--- config.mk ---
export PLATFORM = sky130hd
export DESIGN_NAME = vga_timing_gen
export DESIGN_NICKNAME = d
export VERILOG_FILES = /design/src/rtl/vga_timing_gen.sv
export SDC_FILE = /design/constraint.sdc
export NUM_CORES = 1
export LEC_CHECK = 0
export BUFFER_PORTS_ARGS = -buffer_cell sky130_fd_sc_hd__buf_2
export CAP_MARGIN = 15
export CORE_ASPECT_RATIO = 1.2
export CORE_MARGIN = 3
export CORE_UTILIZATION = 45
export CTS_CLUSTER_SIZE = 20
export DETAILED_ROUTE_END_ITERATION = 7
export PLACE_DENSITY_LB_ADDON = 0.25
export SLEW_MARGIN = 20
export SYNTH_ARGS = -nofsm -noshare
export SYNTH_HDL_FRONTEND = slang
export SYNTH_SLANG_ARGS = --single-unit
--- constraint.sdc ---
create_clock -name clk -period 4.9 [get_ports clk]
set_input_delay 1.225 -clock clk [delete_from_list [all_inputs] [get_ports clk]]
set_output_delay 1.225 -clock clk [all_outputs]
set_load 0.01 [all_outputs]
--- src/rtl/vga_timing_gen.sv ---
// VGA raster timing generator: prescaled pixel enable, h/v counters and
// registered sync / active-video / coordinate outputs, all on the system clock.
module vga_timing_gen #(
   parameter int   DIV      = 4,
   parameter int   H_ACTIVE = 640,
   parameter int   H_FP     = 16,
   parameter int   H_SYNC   = 96,
   parameter int   H_BP     = 48,
   parameter int   V_ACTIVE = 480,
   parameter int   V_FP     = 10,
   parameter int   V_SYNC   = 2,
   parameter int   V_BP     = 33,
   parameter logic SYNC_POL = 1'b0
) (
   input  logic       clk,
   input  logic       rst,
   input  logic       en,
   output logic       pix_en,
   output logic       hsync,
   output logic       vsync,
   output logic       video_on,
   output logic [9:0] x,
   output logic [9:0] y,
   output logic       line_start,
   output logic       frame_start
);

   localparam int H_TOT = H_ACTIVE + H_FP + H_SYNC + H_BP;
   localparam int V_TOT = V_ACTIVE + V_FP + V_SYNC + V_BP;
   localparam int DW    = (DIV > 1) ? $clog2(DIV) : 1;

   localparam logic [DW-1:0] DIV_LAST = DW'(DIV - 1);
   localparam logic [9:0] H_LAST   = 10'(H_TOT - 1);
   localparam logic [9:0] V_LAST   = 10'(V_TOT - 1);
   localparam logic [9:0] H_VIS    = 10'(H_ACTIVE);
   localparam logic [9:0] V_VIS    = 10'(V_ACTIVE);
   localparam logic [9:0] HS_START = 10'(H_ACTIVE + H_FP);
   localparam logic [9:0] HS_END   = 10'(H_ACTIVE + H_FP + H_SYNC);
   localparam logic [9:0] VS_START = 10'(V_ACTIVE + V_FP);
   localparam logic [9:0] VS_END   = 10'(V_ACTIVE + V_FP + V_SYNC);

   logic [DW-1:0] div_cnt;
   logic [9:0]    h;
   logic [9:0]    v;
   logic [9:0]    h_nxt;
   logic [9:0]    v_nxt;
   logic          h_wrap;
   logic          vis_nxt;
   logic          line_start_q;
   logic          frame_start_q;

   assign pix_en = en && (div_cnt == DIV_LAST);
   assign h_wrap = pix_en && (h == H_LAST);

   always_comb begin
      h_nxt = h;
      v_nxt = v;
      if (pix_en) begin
         if (h == H_LAST) begin
            h_nxt = '0;
            v_nxt = (v == V_LAST) ? '0 : v + 10'd1;
         end else begin
            h_nxt = h + 10'd1;
         end
      end
   end

   assign vis_nxt = (h_nxt < H_VIS) && (v_nxt < V_VIS);

   // Levels are decoded from the next-state counters so they line up with h/v.
   always_ff @(posedge clk) begin
      if (rst) begin
         div_cnt       <= '0;
         h             <= '0;
         v             <= '0;
         hsync         <= ~SYNC_POL;
         vsync         <= ~SYNC_POL;
         video_on      <= 1'b1;
         x             <= '0;
         y             <= '0;
         line_start_q  <= 1'b0;
         frame_start_q <= 1'b0;
      end else begin
         if (en) begin
            div_cnt  <= (div_cnt == DIV_LAST) ? '0 : div_cnt + 1'b1;
            h        <= h_nxt;
            v        <= v_nxt;
            hsync    <= ((h_nxt >= HS_START) && (h_nxt < HS_END)) ? SYNC_POL : ~SYNC_POL;
            vsync    <= ((v_nxt >= VS_START) && (v_nxt < VS_END)) ? SYNC_POL : ~SYNC_POL;
            video_on <= vis_nxt;
            x        <= vis_nxt ? h_nxt : '0;
            y        <= vis_nxt ? v_nxt : '0;
         end
         line_start_q  <= h_wrap;
         frame_start_q <= h_wrap && (v == V_LAST);
      end
   end

   // Pulses are suppressed whenever the generator is paused.
   assign line_start  = line_start_q && en;
   assign frame_start = frame_start_q && en;

endmodule
Word-level counts from Yosys, hierarchy flattened. Cells that the tools add are included.

Word-level logic and storage cells: 40. Output and inout bits: 26. Bits of input ports: 3. Flip-flop bits (word level): 47.

Reductions and logical operators: 8. Multiplexer cells: 10. $lt $le $gt $ge: 6. Add/subtract/negate cells: 3. Equality and inequality tests: 3.

Operators with widths (count): $mux 10 (7); $add 10x1->10 const B (2); $eq 10x10->1 const B (2); $lt 10x10->1 const B (2); $lt 10x9->1 const B (2); $ge 10x10->1 const B (1); $ge 10x9->1 const B (1); $logic_and 1x1->1 (8); $add 2x1->2 const B (1); $eq 2x2->1 const B (1); $mux 1 (2); $mux 2 (1).

Logic depth before layout (Yosys ltp). Gate-level depths: netlist (run 1).

Word-level depth: 7. Gate-level depth with buffers: 11. Depth with buffers taken out: 8.

Worst setup path after synthesis (run 1). Ideal clock, no wire load.

Path type: input port to output port. From: input port en. To: output port frame_start. Stages on the path: 3. Setup slack: 1.674 ns. Path buffers: 2. Arrival: 2.001 ns. Cell sequence: clkbuf_1 buf_1 and2_1.

Word-level cells in the longest chain between the ends: 1.

RTL lines: start, declared (RTL line 17) `input logic en,`; $logic_and 1x1->1 (RTL line 101) `assign frame_start = frame_start_q && en;`; end, declared (RTL line 25) `output logic frame_start`.

Every way passes these cells.

Worst setup path in the final report (run 1).
From: input port en. To: register y[1].

Word-level cells in the longest chain between the ends: 5. Elaborated cells on any way between the ends: 7. Those cells by class: 2 x order compare; 3 x mux; 2 x reduce/logical.

RTL lines: $logic_and 1x1->1 (RTL line 52) `assign pix_en = en && (div_cnt == DIV_LAST);`; $mux 10 (RTL line 58) `if (pix_en) begin`; $lt 10x10->1 / $lt 10x9->1 (equally long branches) (RTL line 68) `assign vis_nxt = (h_nxt < H_VIS) && (v_nxt < V_VIS);`; $logic_and 1x1->1 (RTL line 68); $mux 10 (RTL line 92) `y <= vis_nxt ? v_nxt : '0;`; end signal, assigned (RTL line 92); end, declared (RTL line 23) `output logic [9:0] y,`.

Several ways; a longest one is shown, not always the timed one. A chain may end at the register's enable or synchronous reset.

==> results.cfg, run 1 <==
[timing]
hold_ws_ns = 0.457
clock_skew_ns = 0.00711
setup_viol = 0
finalMaxSlewViolations = 0
worst_pin_slew_ns = 0.703
rsz0062_at_grt = false
fmax_mhz = 278
timing.final.crit_share_pct = 73.4
period_minus_slack_ns = 3.60
maxSlewHeadroom_pct = 53.1
fin_setup_tns_ns = 0
hold_viol = 0

[placed_design]
placed_cell_area_sq_um = 2460
io_buffers = 28
gp_congestion = 0.829
place_hpwl_um = 3620
placed_cells = 326

[power_and_ir_drop]
vdd_drop_max_uv = 162
pwr_density_cell_nw_per_um2 = 253
finalPower_uw = 644
p_leak_uw = 0.00101

[yosys]
syn_avg_cell_area_sq_um = 9.18
ys_types = 58
synth_ff_type = dfxtp_1
synthCells = 253
synth_edf_count = 0
yosys_register_bits = 47
syn-num-nets = 260
synth_area_sq_um = 2320
ys_warn_count = 0
ys_seq_area_share_pct = 40.5
synthArstFlopShare_pct = 0

[floorplan]
core_sq_um = 4970
dieArea_sq_um = 6070
rows = 28
die_y_um = 84.7
pin_count = 29
start_util_pct = 46.7
dieWidth_um = 71.6

[hold_path]
min_path_type = reg -> reg
hold_end = y[9]$_SDFFE_PP0P_
hold_path.startpoint = y[9]$_SDFFE_PP0P_
hold_depth = 1

[finish]
area_growth_pct = 9.42
design_area_sq_um = 2540
final_nets = 280
final_layout_size_suffix_gt1_share_pct = 21.9
fin_cells = 334
diodes = 0

[clock_network]
clkTransAtPathRegs_ns = 0.08
ctsResizeCount = 0
htreeDepth = 2
cts_tree = done
post_cts_buffers = 0
cts_buffer_depth = 2
postCtsHoldBufs = 0
clk_latency_ns = 0.30
cts-root-buf = clkbuf_8
cts.sinks = 47
cts_buffers = 5

[drt]
firstDrtPassIters = 4
drt_iter0_drc = 105
vias = 1937
drtAntennaViolNets = 0
routed_wl_um = 5140
drc = 0
routed_via_density = 5.80
wl_per_cell_um = 15.4

[run_status]
status = completed

[job]
timing.max_cap.violations = 0

[global_route]
grt_usage_pct = 18.3
grt_pass1_wl_um = 8910
antenna_found_initial = 0
grt_pass1_vias = 1839
grt_max_degree = 31
grt-ovfl-total = 0

[setup_path]
worst_ep_required_time_ns = 5.06
crit_path_start_kind = input port
reg2reg_from = div_cnt[0]$_SDFFE_PP0P_
crit_fanout = 21
r2r_cells = 8
crit_type = in -> reg
regToRegSetupSlack_ns = 2.00
crit_path_end_kind = flip-flop
arrival_ns = 3.76
critPathLaunch = en
reg2reg_to = y[1]$_SDFFE_PP0P_
==> power by group <==
group          switching [uW]  leakage (uW)  internal (uW)
Clock                     128     0.0000422            100
Sequential               3.18      0.000379            385
Combinational            20.4      0.000586           7.00
==> flip-flops by register name, indices dropped and copies added (netlist names) <==
register	count
video_on	1
v	10
frame_start_q	1
h	10
x	10
line_start_q	1
vsync	1
hsync	1
y	10
div_cnt	2
==> worst max-delay path, stage by stage <==
cell,delay [ns]
buf_2,0.32
and4_1,0.42
nand4b_4,0.32
or4_4,0.61
a221oi_2,0.34
nand2b_1,0.15
buf_4,0.24
o32ai_2,0.12
==> per-stage QoR <==
stage	util, %	worst slack [ns]
after global placement	49.5	1.05
after detailed placement	49.5	0.998
after global routing	51.1	1.13
final	51.1	1.30
after CTS	51.1	1.31
after floorplan	-	1.67
==> synthesized netlist by cell type (3+ instances only) <==
cell type | n | area share, %
nor3_1 | 6 | 1.3
o41ai_1 | 7 | 2.6
nand2_1 | 18 | 2.9
a32o_1 | 4 | 1.7
nand4_1 | 8 | 2.2
dfxtp_1 | 47 | 40
clkbuf_1 | 11 | 1.8
nand3_1 | 19 | 4.1
o41ai_2 | 6 | 4.2
xnor2_1 | 3 | 1.1
o21ai_0 | 4 | 0.86
xor2_1 | 4 | 1.5
nand2b_1 | 3 | 0.81
o32ai_2 | 3 | 2.1
a21oi_1 | 10 | 2.2
and2_1 | 6 | 1.6
ha_1 | 4 | 2.2
nor2_1 | 28 | 4.5
mux2i_1 | 3 | 1.3
and3_1 | 3 | 0.81
inv_1 | 10 | 1.6
==> layer usage <==
layer  wire length (um)  GRT usage, %  part of all wire, %
met1               2520          25.9                   49
met2               2350          27.0                   46
met3                201          4.07                  3.9
met4                 63          6.50                  1.2
met5                  0             0                    0
==> worst max-delay path by stage <==
stage | cells after the start | slack, ns | to
2_1_floorplan | 3 | 1.67 | frame_start
3_3_place_gp | 8 | 1.05 | x[7]$_SDFFE_PP0P_
3_5_place_dp | 8 | 1.0 | y[1]$_SDFFE_PP0P_
4_1_cts | 8 | 1.31 | y[1]$_SDFFE_PP0P_
5_1_grt | 8 | 1.13 | x[6]$_SDFFE_PP0P_
6_report | 8 | 1.30 | y[1]$_SDFFE_PP0P_
==> kinds of logic after synthesis <==
| group | synth area share (%) |
|---|---|
| buffers and inverters | 6.30 |
| DFF | 40.5 |
| xor gates and xnor gates | 2.64 |
| muxes | 1.29 |
| and+or+nand+nor | 25.2 |
| AOI/OAI and AO/OA | 21.9 |
| adders and majority gates | 2.15 |
==> cell type report <==
type                    count  area (sq um)
clock inverters             1          5.00
fillers                   466          2430
well taps                  60          75.1
flip-flops and latches     47           941
repair buffers             31           163
inverters                  11          41.3
multi-input cells         177          1240
clock buffers               7          76.3
==> placed cells by master (no fill, tap or decap), drive strengths merged, types with 2 or more instances in the layout <==
master   n
a21oi   10
a31oi    2
and4     2
nand2b   3
inv     10
o21ai    4
or3      2
nor3     6
o41ai   13
o32ai    3
clkinv   2
and3     3
nor2    28
dfxtp   47
a41oi    2
nand3   19
mux2i    3
a32o     4
clkbuf   7
xor2     4
ha       4
xnor2    3
or2      2
nand4    8
nand2   18
o31ai    3
buf     31
nor3b    2
a21o     2
or4      2
and2     6
Note: power is estimated with default switching activity, not from simulation.
==> run 2, diff against run 1 <==
--- a/config.mk
+++ b/config.mk
@@ -5,6 +5,7 @@
 export SDC_FILE = /design/constraint.sdc
 export NUM_CORES = 1
 export LEC_CHECK = 0
+export ABC_AREA = 1
 export BUFFER_PORTS_ARGS = -buffer_cell sky130_fd_sc_hd__buf_2
 export CAP_MARGIN = 15
 export CORE_ASPECT_RATIO = 1.2
==> constraint.sdc (replaced) <==
create_clock -name clk -period 3.5 [get_ports clk]
set_input_delay 0.875 -clock clk [delete_from_list [all_inputs] [get_ports clk]]
set_output_delay 0.875 -clock clk [all_outputs]
set_load 0.01 [all_outputs]
==> results.cfg, run 2 <==
[clock_network]
htreeDepth = 2
postCtsHoldBufs = 0
post_cts_buffers = 0
clk_latency_ns = 0.30
cts_tree = done
cts.sinks = 47
clkTransAtPathRegs_ns = 0.08
cts_buffer_depth = 2
ctsResizeCount = 0
cts_buffers = 5
cts-root-buf = clkbuf_8

[yosys]
synth_edf_count = 0
synthArstFlopShare_pct = 0
syn-num-nets = 347
synth_ff_type = dfxtp_1
syn_avg_cell_area_sq_um = 7.03
ys_top_cells_by_area = dfxtp_1, nand2_1, nor2_1, nand4_1, inv_1
synthCells = 340
synth_area_sq_um = 2390
yosys.area.top_type = dfxtp_1
ys_seq_area_share_pct = 39.4
synth_top_area_share_pct = 39.4
yosys-top-cells-count = nand2_1, nor2_1, dfxtp_1
ys_types = 32
synth_most_common_cell = nand2_1
yosys_register_bits = 47
ys_warn_count = 0

[floorplan]
dieWidth_um = 72.5
pin_count = 29
dieArea_sq_um = 6230
die_y_um = 85.9
core_sq_um = 5040
start_util_pct = 47.4
rows = 28

[finish]
final_nets = 373
area_growth_pct = 11.1
diodes = 0
final_layout_size_suffix_gt1_share_pct = 18.3
final_cell_mix = nand2_1, nor2_1, dfxtp_1, inv_1, buf_2
final_common_cell = nand2_1
fin_cells = 427
nFillCells = 537

[timing]
hold_viol = 0
rsz0062_at_grt = false
fin_setup_tns_ns = 0
finalMaxSlewViolations = 0
setup_viol = 0
maxSlewHeadroom_pct = 68.0
fmax_mhz = 386
timing.final.crit_share_pct = 74.0
worst_pin_slew_ns = 0.479
clock_skew_ns = 0.00717
worst_slack_ns = 0.910
period_minus_slack_ns = 2.59

[setup_path]
slowest_delay_ns = 0.30
path_cells = buf_2, nand2_2, clkinv_2, buf_2
worst_ep_required_time_ns = 2.62
crit_fanout = 21
slowest_stage = clkinv_2
critPathBufInv = 3
crit_type = in -> out
crit_path_start_kind = input port
critPathTopFamily = buffers and inverters
crit_path_end_kind = output pin
arrival_ns = 1.71
cpMostUsedCell = buf_2

[drt]
drt_iter0_drc = 148
routed_wl_um = 5790
drtAntennaViolNets = 0
wl_per_cell_um = 13.6
drc = 0
firstDrtPassIters = 4
routed_via_density = 5.15
vias = 2199

[placed_design]
io_buffers = 28
gp_congestion = 0.878
place_hpwl_um = 4390
placed_cells = 419
place_ws_ns = 0.748

[power_and_ir_drop]
pwr_density_cell_nw_per_um2 = 346
vdd_drop_max_uv = 295
p_leak_uw = 0.00129

[global_route]
antenna_found_initial = 0
grt_pass1_wl_um = 9690
grt-ovfl-total = 0
grt_usage_pct = 19.8
grt_max_degree = 24
grt_pass1_vias = 2004

[job]
timing.max_cap.violations = 0

[hold_path]
min_path_type = reg -> reg

[run_status]
status = completed
run 2: path summary, 6_finish.rpt:
| check | startpoint | cells past startpoint | slack, ns | to |
|---|---|---|---|---|
| setup / recovery | en | 4 | 0.91 | pix_en |
| hold / removal | y[6]$_SDFFE_PP0P_ | 2 | 0.45 | y[6]$_SDFFE_PP0P_ |
| setup reg to reg | h[0]$_SDFFE_PP0P_ | 11 | 1.09 | x[2]$_SDFFE_PP0P_ |
| hold reg to reg | y[6]$_SDFFE_PP0P_ | 2 | 0.45 | y[6]$_SDFFE_PP0P_ |
run 2: area by class of cell:
type	count	area (sq um)	area share, %
clock inverters	1	8.76	0.330
inverters	37	143	5.37
flip-flops and latches	47	941	35.4
clock buffers	7	86.3	3.25
repair buffers	30	155	5.84
multi-input cells	245	1250	47.0
well taps	60	75.1	2.83
run 2: logic make-up (layout without fill, tap and decap cells):
family | count (synthesis) | in the layout | share of synthesized area [%]
and+or+nand+nor | 213 | 213 | 41.4
buffers and inverters | 48 | 75 | 8.48
DFF | 47 | 47 | 39.4
AOI/OAI and AO/OA | 26 | 26 | 7.90
adders and majority gates | 4 | 4 | 2.09
xor gates and xnor gates | 2 | 2 | 0.733
run 2: worst register-to-register path: stages, from the launching register on:
cell	delay [ns]
dfxtp_1	0.40
ha_1	0.19
nand2_1	0.14
nor2_8	0.19
nand2_1	0.12
nor3_2	0.24
nand2_1	0.08
nand2_1	0.10
nor2_1	0.05
nand2_1	0.31
nand2_2	0.29
o21ai_0	0.23
run 2: where the power goes:
part / internal (uW) / switching [uW]
combinational: 9.18 / 25.9
sequential: 538 / 2.16
clock: 162 / 182
run 2: stage by stage:
step	utilization (%)	hold slack [ns]	total power, uW	instance area (sq um)
2_1_floorplan	-	0.462	577	2390
3_3_place_gp	50.8	0.425	587	2560
3_5_place_dp	50.8	0.435	588	2560
4_1_cts	52.7	0.454	928	2660
5_1_grt	52.7	0.470	950	2660
6_report	52.7	0.452	919	2660
run 2: layer usage:
layer,wire [um],GRT usage [%]
met1,2630,25.9
met2,2740,32.1
met3,290,3.75
met4,133,7.21
met5,0,0
